[src/rtl/fa_vector_driver.sv]
// Exhaustive full-adder exerciser: sweeps all eight {A,B,Cin} vectors, lets each
// settle, checks the adder's Sout/Cout and counts failures with saturation.
module fa_vector_driver #(
    parameter int HOLD_CYCLES = 2,
    parameter int NUM_PASSES  = 1
) (
    input  logic       clk,
    input  logic       rst,
    input  logic       start,
    output logic       A,
    output logic       B,
    output logic       Cin,
    input  logic       Sout,
    input  logic       Cout,
    output logic       busy,
    output logic       done,
    output logic [2:0] vec_idx,
    output logic       mismatch,
    output logic [3:0] err_cnt
);

    typedef enum logic [1:0] {
        IDLE,
        APPLY,
        CHECK,
        DONE
    } state_t;

    localparam logic [3:0] HOLD_LAST = 4'(HOLD_CYCLES - 1);
    localparam logic [3:0] PASS_LAST = 4'(NUM_PASSES - 1);

    state_t     state;
    logic [3:0] hold_cnt;
    logic [3:0] pass_cnt;
    logic       start_req;
    logic       exp_sum;
    logic       exp_cout;
    logic       fail;

    always_comb begin
        {A, B, Cin} = 3'b000;
        if (state == APPLY || state == CHECK) begin
            {A, B, Cin} = vec_idx;
        end
        exp_sum  = ^vec_idx;
        exp_cout = (vec_idx[2] & vec_idx[1]) | (vec_idx[2] & vec_idx[0]) |
                   (vec_idx[1] & vec_idx[0]);
        fail     = (Sout != exp_sum) || (Cout != exp_cout);
    end

    // start is captured into start_req while idle/done; the run launches on the
    // following edge, which gives the one-cycle launch latency ahead of vector 0.
    always_ff @(posedge clk) begin
        if (rst) begin
            state     <= IDLE;
            hold_cnt  <= 4'd0;
            pass_cnt  <= 4'd0;
            start_req <= 1'b0;
            vec_idx   <= 3'd0;
            err_cnt   <= 4'd0;
            mismatch  <= 1'b0;
            busy      <= 1'b0;
            done      <= 1'b0;
        end else begin
            mismatch <= 1'b0;
            case (state)
                IDLE, DONE: begin
                    start_req <= start;
                    if (start_req) begin
                        state    <= APPLY;
                        busy     <= 1'b1;
                        done     <= 1'b0;
                        vec_idx  <= 3'd0;
                        pass_cnt <= 4'd0;
                        hold_cnt <= 4'd0;
                        err_cnt  <= 4'd0;
                    end
                end
                APPLY: begin
                    start_req <= 1'b0;
                    if (hold_cnt == HOLD_LAST) begin
                        state    <= CHECK;
                        hold_cnt <= 4'd0;
                    end else begin
                        hold_cnt <= hold_cnt + 4'd1;
                    end
                end
                CHECK: begin
                    start_req <= 1'b0;
                    if (fail) begin
                        mismatch <= 1'b1;
                        if (err_cnt != 4'd15) begin
                            err_cnt <= err_cnt + 4'd1;
                        end
                    end
                    if (vec_idx != 3'd7) begin
                        vec_idx <= vec_idx + 3'd1;
                        state   <= APPLY;
                    end else if (pass_cnt != PASS_LAST) begin
                        vec_idx  <= 3'd0;
                        pass_cnt <= pass_cnt + 4'd1;
                        state    <= APPLY;
                    end else begin
                        state <= DONE;
                        busy  <= 1'b0;
                        done  <= 1'b1;
                    end
                end
                default: begin
                    state <= IDLE;
                    busy  <= 1'b0;
                    done  <= 1'b0;
                end
            endcase
        end
    end

endmodule

[config.mk]
export PLATFORM = sky130hd
export DESIGN_NAME = fa_vector_driver
export DESIGN_NICKNAME = d
export VERILOG_FILES = /design/src/rtl/fa_vector_driver.sv
export SDC_FILE = /design/constraint.sdc
export NUM_CORES = 1
export LEC_CHECK = 0
export CAP_MARGIN = 20
export CORE_AREA = 5 5 60 62
export CTS_CLUSTER_SIZE = 16
export DETAILED_ROUTE_END_ITERATION = 10
export DIE_AREA = 0 0 65 67
export DONT_BUFFER_PORTS = 1
export GPL_TIMING_DRIVEN = 0
export HOLD_SLACK_MARGIN = 0.02
export PLACE_DENSITY = 0.57
export SLEW_MARGIN = 20
export SYNTH_ARGS = -nofsm -noshare
export SYNTH_HDL_FRONTEND = slang
export SYNTH_SLANG_ARGS = --single-unit
export TNS_END_PERCENT = 10
[constraint.sdc]
create_clock -name clk -period 1.8 [get_ports clk]
set_clock_uncertainty 0.05 [all_clocks]
set_input_delay 0.45 -clock clk [delete_from_list [all_inputs] [get_ports clk]]
set_output_delay 0.45 -clock clk [all_outputs]
set_load 0.02 [all_outputs]
# Word level (Yosys, flattened, before mapping)
# Index checks and enable logic that the tools add are counted.
dict set report classes {
  n_div 0
  shift 0
  n_lt_le_gt_ge 0
  n_mul 0
  bitwise 6
  mux 31
  add_sub_neg 4
  eq_ne 16
  n_reduce_logical 16
}
# op count
set ops {}
lappend ops {{$mux W4} 6}
lappend ops {{$pmux W4 S2} 3}
lappend ops {{$add A4 B1 Y4 const B} 3}
lappend ops {{$reduce_and A4 Y1} 3}
lappend ops {{$mux W1} 10}
lappend ops {{$mux W3} 3}
lappend ops {{$mux W2} 4}
lappend ops {{$ne A2 B2 Y1 const B} 4}
lappend ops {{$ne A2 B1 Y1 const B} 3}
lappend ops {{$pmux W1 S2} 3}
lappend ops {{$pmux W2 S3} 1}
lappend ops {{$pmux W3 S2} 1}
lappend ops {{$reduce_or A2 Y1} 3}
lappend ops {{$eq A2 B2 Y1 const B} 2}
lappend ops {{$eq A4 B1 Y1 const B} 1}
lappend ops {{$ne A4 B4 Y1 const B} 1}
lappend ops {{$reduce_and A2 Y1} 2}
lappend ops {{$reduce_bool A2 Y1} 2}
lappend ops {{$reduce_bool A4 Y1} 1}
lappend ops {{$add A3 B1 Y3 const B} 1}
lappend ops {{$and A1 B1 Y1} 3}
lappend ops {{$ne A3 B1 Y1 const B} 1}
lappend ops {{$ne A3 B3 Y1 const B} 1}
lappend ops {{$reduce_and A3 Y1} 1}
lappend ops {{other kinds (7)} 10}
dict set report totals {
  regBits 21
  wordCells 82
  inputBits 5
  latch_bits 0
  mem_bits_ro 0
  n_memories 0
  ram_bits 0
}

# Depth between registers and ports, before layout
dict set report logic_depth {
  ltp_word 7
  mapped_depth 7
  depth_no_buf 6
}

# Worst setup path after synthesis
# No wires, ideal clock.
dict set report synth_timing {
  path_kind {flip-flop to flip-flop}
  startpoint {reg vec_idx[1]}
  endpoint {reg err_cnt[3]}
  setup_ns 0.074
  period_less_slack_ns 2.050
  arrival_time_ns 1.926
  path_stages_with_launch 6
  setup_slack_ns -0.250
  path_cell_list {dfxtp_1 -> fa_1 -> xor2_2 -> o211ai_4 -> or4b_1 -> a31oi_1}
}
dict set report synth_via {
  elab_chain_len 7
  elab_cells_between_ends 10
  classes_between {eq/ne (3); bitwise (4); reduce/logical (3)}
}
# item line_no
set synth_lines {}
lappend synth_lines {{start, declared} 17} ;# output logic [2:0] vec_idx,
lappend synth_lines {{start signal, assigned} 97} ;# vec_idx <= vec_idx + 3'd1;
lappend synth_lines {{$and A1 B1 Y1} 46} ;# exp_cout = (vec_idx[2] & vec_idx[1]) | (vec_idx[2] & vec_idx[0]) |
lappend synth_lines {{$or A1 B1 Y1 (2 in a row)} 46}
lappend synth_lines {{$ne A1 B1 Y1} 48} ;# fail = (Sout != exp_sum) || (Cout != exp_cout);
lappend synth_lines {{$logic_or A1 B1 Y1 *} 48}
lappend synth_lines {{$ne A2 B2 Y1 (no line) *} -}
lappend synth_lines {{$reduce_and A4 Y1 (no line) *} -}
lappend synth_lines {{end signal, assigned} 93} ;# err_cnt <= err_cnt + 4'd1;
lappend synth_lines {{end, declared} 19} ;# output logic [3:0] err_cnt
# Every way passes the cells marked *; elsewhere a longest branch is shown, timed or not.
# A chain may end at the register's enable or synchronous reset.

# Worst setup path in the final report
# Ends and elaborated chain as after synthesis.

==> impl_metrics.tcl <==
set metrics [dict create \
    drive_gt1_share_pct 20.3 \
    cts_buffer_depth 2 \
    clock_sinks 21 \
    reg2reg_setup_slack_ps -240 \
    die_w_um 65 \
    h-tree-depth 1 \
    ys_warn_count 0 \
    die_y_um 67 \
    maxSlewViolCount 0 \
    clk-insertion-delay-late_ps 310 \
    synth_edf_count 0 \
    synth_cell_type_count 47 \
    rsz0062_at_grt "yes" \
    critPathArrivalTime_ps 2230 \
    design_area_um2 1420 \
    antenna_found_initial 0 \
    placed_cell_area_um2 1320 \
    wl_um 2720 \
    regArea_um2 435 \
    grt_pass1_wl_um 4750 \
    path_cells "fa_1 > xor2_2 > o211ai_4 > or4b_1 > a31oi_1" \
    synth_nets 154 \
    dp_hpwl_um 1980 \
    cp_num_buf_inv 0 \
    ant_nets 0 \
    gp_congestion 0.729 \
    drc 0 \
    cts_inserted_buffers 3 \
    worst_slack_ps -241 \
    root_buffer "clkbuf_4" \
    drtPass1Iterations 4 \
    place_ws_ps -245 \
    final_common_cell "dfxtp_1" \
    post-route-util_pct 47.6 \
    cpPeakStageDelay_ps 580 \
    holdWs_ps 245 \
    crit_path_end "err_cnt[3]" \
    tightest_slew_ps 536 \
    worstPathRequired_ps 1990 \
    outcome "finished, violations left" \
    reg2reg_from "vec_idx[1]" \
    viasPerCell 5.82 \
    cap_viol_max_count 0 \
    diodes 0 \
    worstSetupPathType "flip-flop to flip-flop" \
    initial_core_util_pct 42.9 \
    dieArea_um2 4360 \
    wire_per_inst_um 15.5 \
    p_leak_uw 0.000504 \
    grt_pass1_vias 1002 \
    io_buffers 0 \
    io_pins 18 \
    grt_max_degree 13 \
    startpoint_type "flip-flop" \
    reg2reg_to "err_cnt[3]" \
    final.min_clock_period_ps 2040 \
    synth_area_um2 1280 \
    vias 1024 \
    final_cell_mix "dfxtp_1, nand3_1, nor2_1" \
    path_clk_slew_ps 120 \
    violations "negative setup slack" \
    grt_usage_pct 14.1 \
    r2r_cells 5 \
    core.rowCount 20 \
    critical_path.top_delay_family "adder cells" \
    dp.cells 171 \
    cp_slowest_cell "fa_1" \
    power_density_nw_per_um2 1030 \
    synthFlopType "dfxtp_1" \
    area_growth_pct 11.1 \
    multi_input_area_um2 847 \
    max_slew_margin_pct 64.3 \
    crit_start "vec_idx[1]" \
    ys_seq_elements 21 \
    final_nets 160 \
    final_hold_viol_count 0 \
    ys_seq_area_share_pct 32.9 \
    hold_path.class "input port to flip-flop" \
    critPathCaptureType "flip-flop" \
    ir_drop_v 0.000494 \
    fin_crit_sh_pct 113 \
    synthCells 138 \
    drtIter0Drc 41 \
    cts_tree "done" \
    cp.depth 5 \
    async_flop_share_pct 0 \
    final_cells 176 \
    overflow 0 \
    core-area_um2 2980 \
    fmax_mhz 490 \
    ctsHoldBuffers 0 \
    crit_fanout 5 \
    syn_area_per_cell_um2 9.25 \
    setup_viol 7 \
    fill_cells 294 \
]
## where the power goes
| group | internal, uW | switching [uW] | total, uW |
|---|---|---|---|
| Clock | 83.0 | 152 | 235 |
| Sequential | 505 | 55.3 | 560 |
| Combinational | 304 | 358 | 662 |
## Yosys cell counts (3+ instances only)
| cell | n | area [um^2] |
|---|---|---|
| nand2_1 | 7 | 26.3 |
| a31oi_1 | 4 | 25.0 |
| ha_1 | 10 | 125 |
| a21oi_1 | 8 | 40.0 |
| nor2b_1 | 3 | 18.8 |
| nand2b_1 | 4 | 25.0 |
| o21ai_0 | 3 | 15.0 |
| inv_1 | 6 | 22.5 |
| nor2_1 | 10 | 37.5 |
| nand3_1 | 12 | 60.1 |
| and2b_1 | 3 | 22.5 |
| dfxtp_1 | 21 | 420 |
| mux2i_1 | 3 | 30.0 |
## registers in the layout, summed over array words and instances (netlist names)
name / flops
err_cnt: 4
mismatch: 1
pass_cnt: 4
state: 2
start_req: 1
hold_cnt: 4
busy: 1
done: 1
vec_idx: 3
## area by class of cell
cell class | instances | area share (%)
Tap cell | 33 | 2.91
Clock inverter | 1 | 0.353
Inverter | 6 | 1.59
Multi-Input combinational cell | 105 | 59.8
Timing Repair Buffer | 1 | 0.530
Buffer | 6 | 2.56
Clock buffer | 3 | 1.59
Sequential cell | 21 | 30.7
## metal layers
metal / part of all wire [%] / vias up / wire, um / track usage [%]
li1: - / 516 / - / -
met1: 47 / 477 / 1280 / 18.5
met2: 45 / 27 / 1220 / 21.8
met3: 7.5 / 4 / 203 / 4.55
met4: 0.84 / 0 / 23 / 3.96
met5: 0 / - / 0 / 0
## logic make-up (layout without fill, tap and decap cells)
| kind of cell | after synthesis | count (layout) | synth area share, % |
|---|---|---|---|
| buf+inv | 12 | 17 | 4.31 |
| fa+ha+maj | 11 | 11 | 11.4 |
| simple gates | 54 | 54 | 24.4 |
| compound gates | 32 | 32 | 19.5 |
| flops | 21 | 21 | 32.9 |
| xor+xnor | 4 | 4 | 3.92 |
| mux | 4 | 4 | 3.53 |
## how the worst min path moves through the flow
stage | slack [ps] | cells past startpoint | end | from
finish | 240 | 1 | start_req | start
global route | 220 | 1 | start_req | start
CTS | 240 | 1 | start_req | start
detailed placement | 460 | 2 | hold_cnt[3] | hold_cnt[3]
global placement | 440 | 2 | hold_cnt[2] | hold_cnt[2]
floorplan | 420 | 2 | hold_cnt[2] | hold_cnt[2]
## repair_timing
action | in CTS | in global routing
endpoints found under the hold margin | 0 | 0
gates cloned | 0 | 0
buffers inserted | 1 | 0
endpoints found under the setup margin | 15 | 17
gates resized for setup | 8 | 7
pin swaps | 8 | 2
## through the flow
step | TNS [ps] | power [uW]
floorplan | -164 | 1010
global placement | -647 | 1110
detailed placement | -861 | 1120
CTS | -796 | 1390
global route | -1860 | 1580
finish | -755 | 1460
Power figures use the tool's default switching activity.
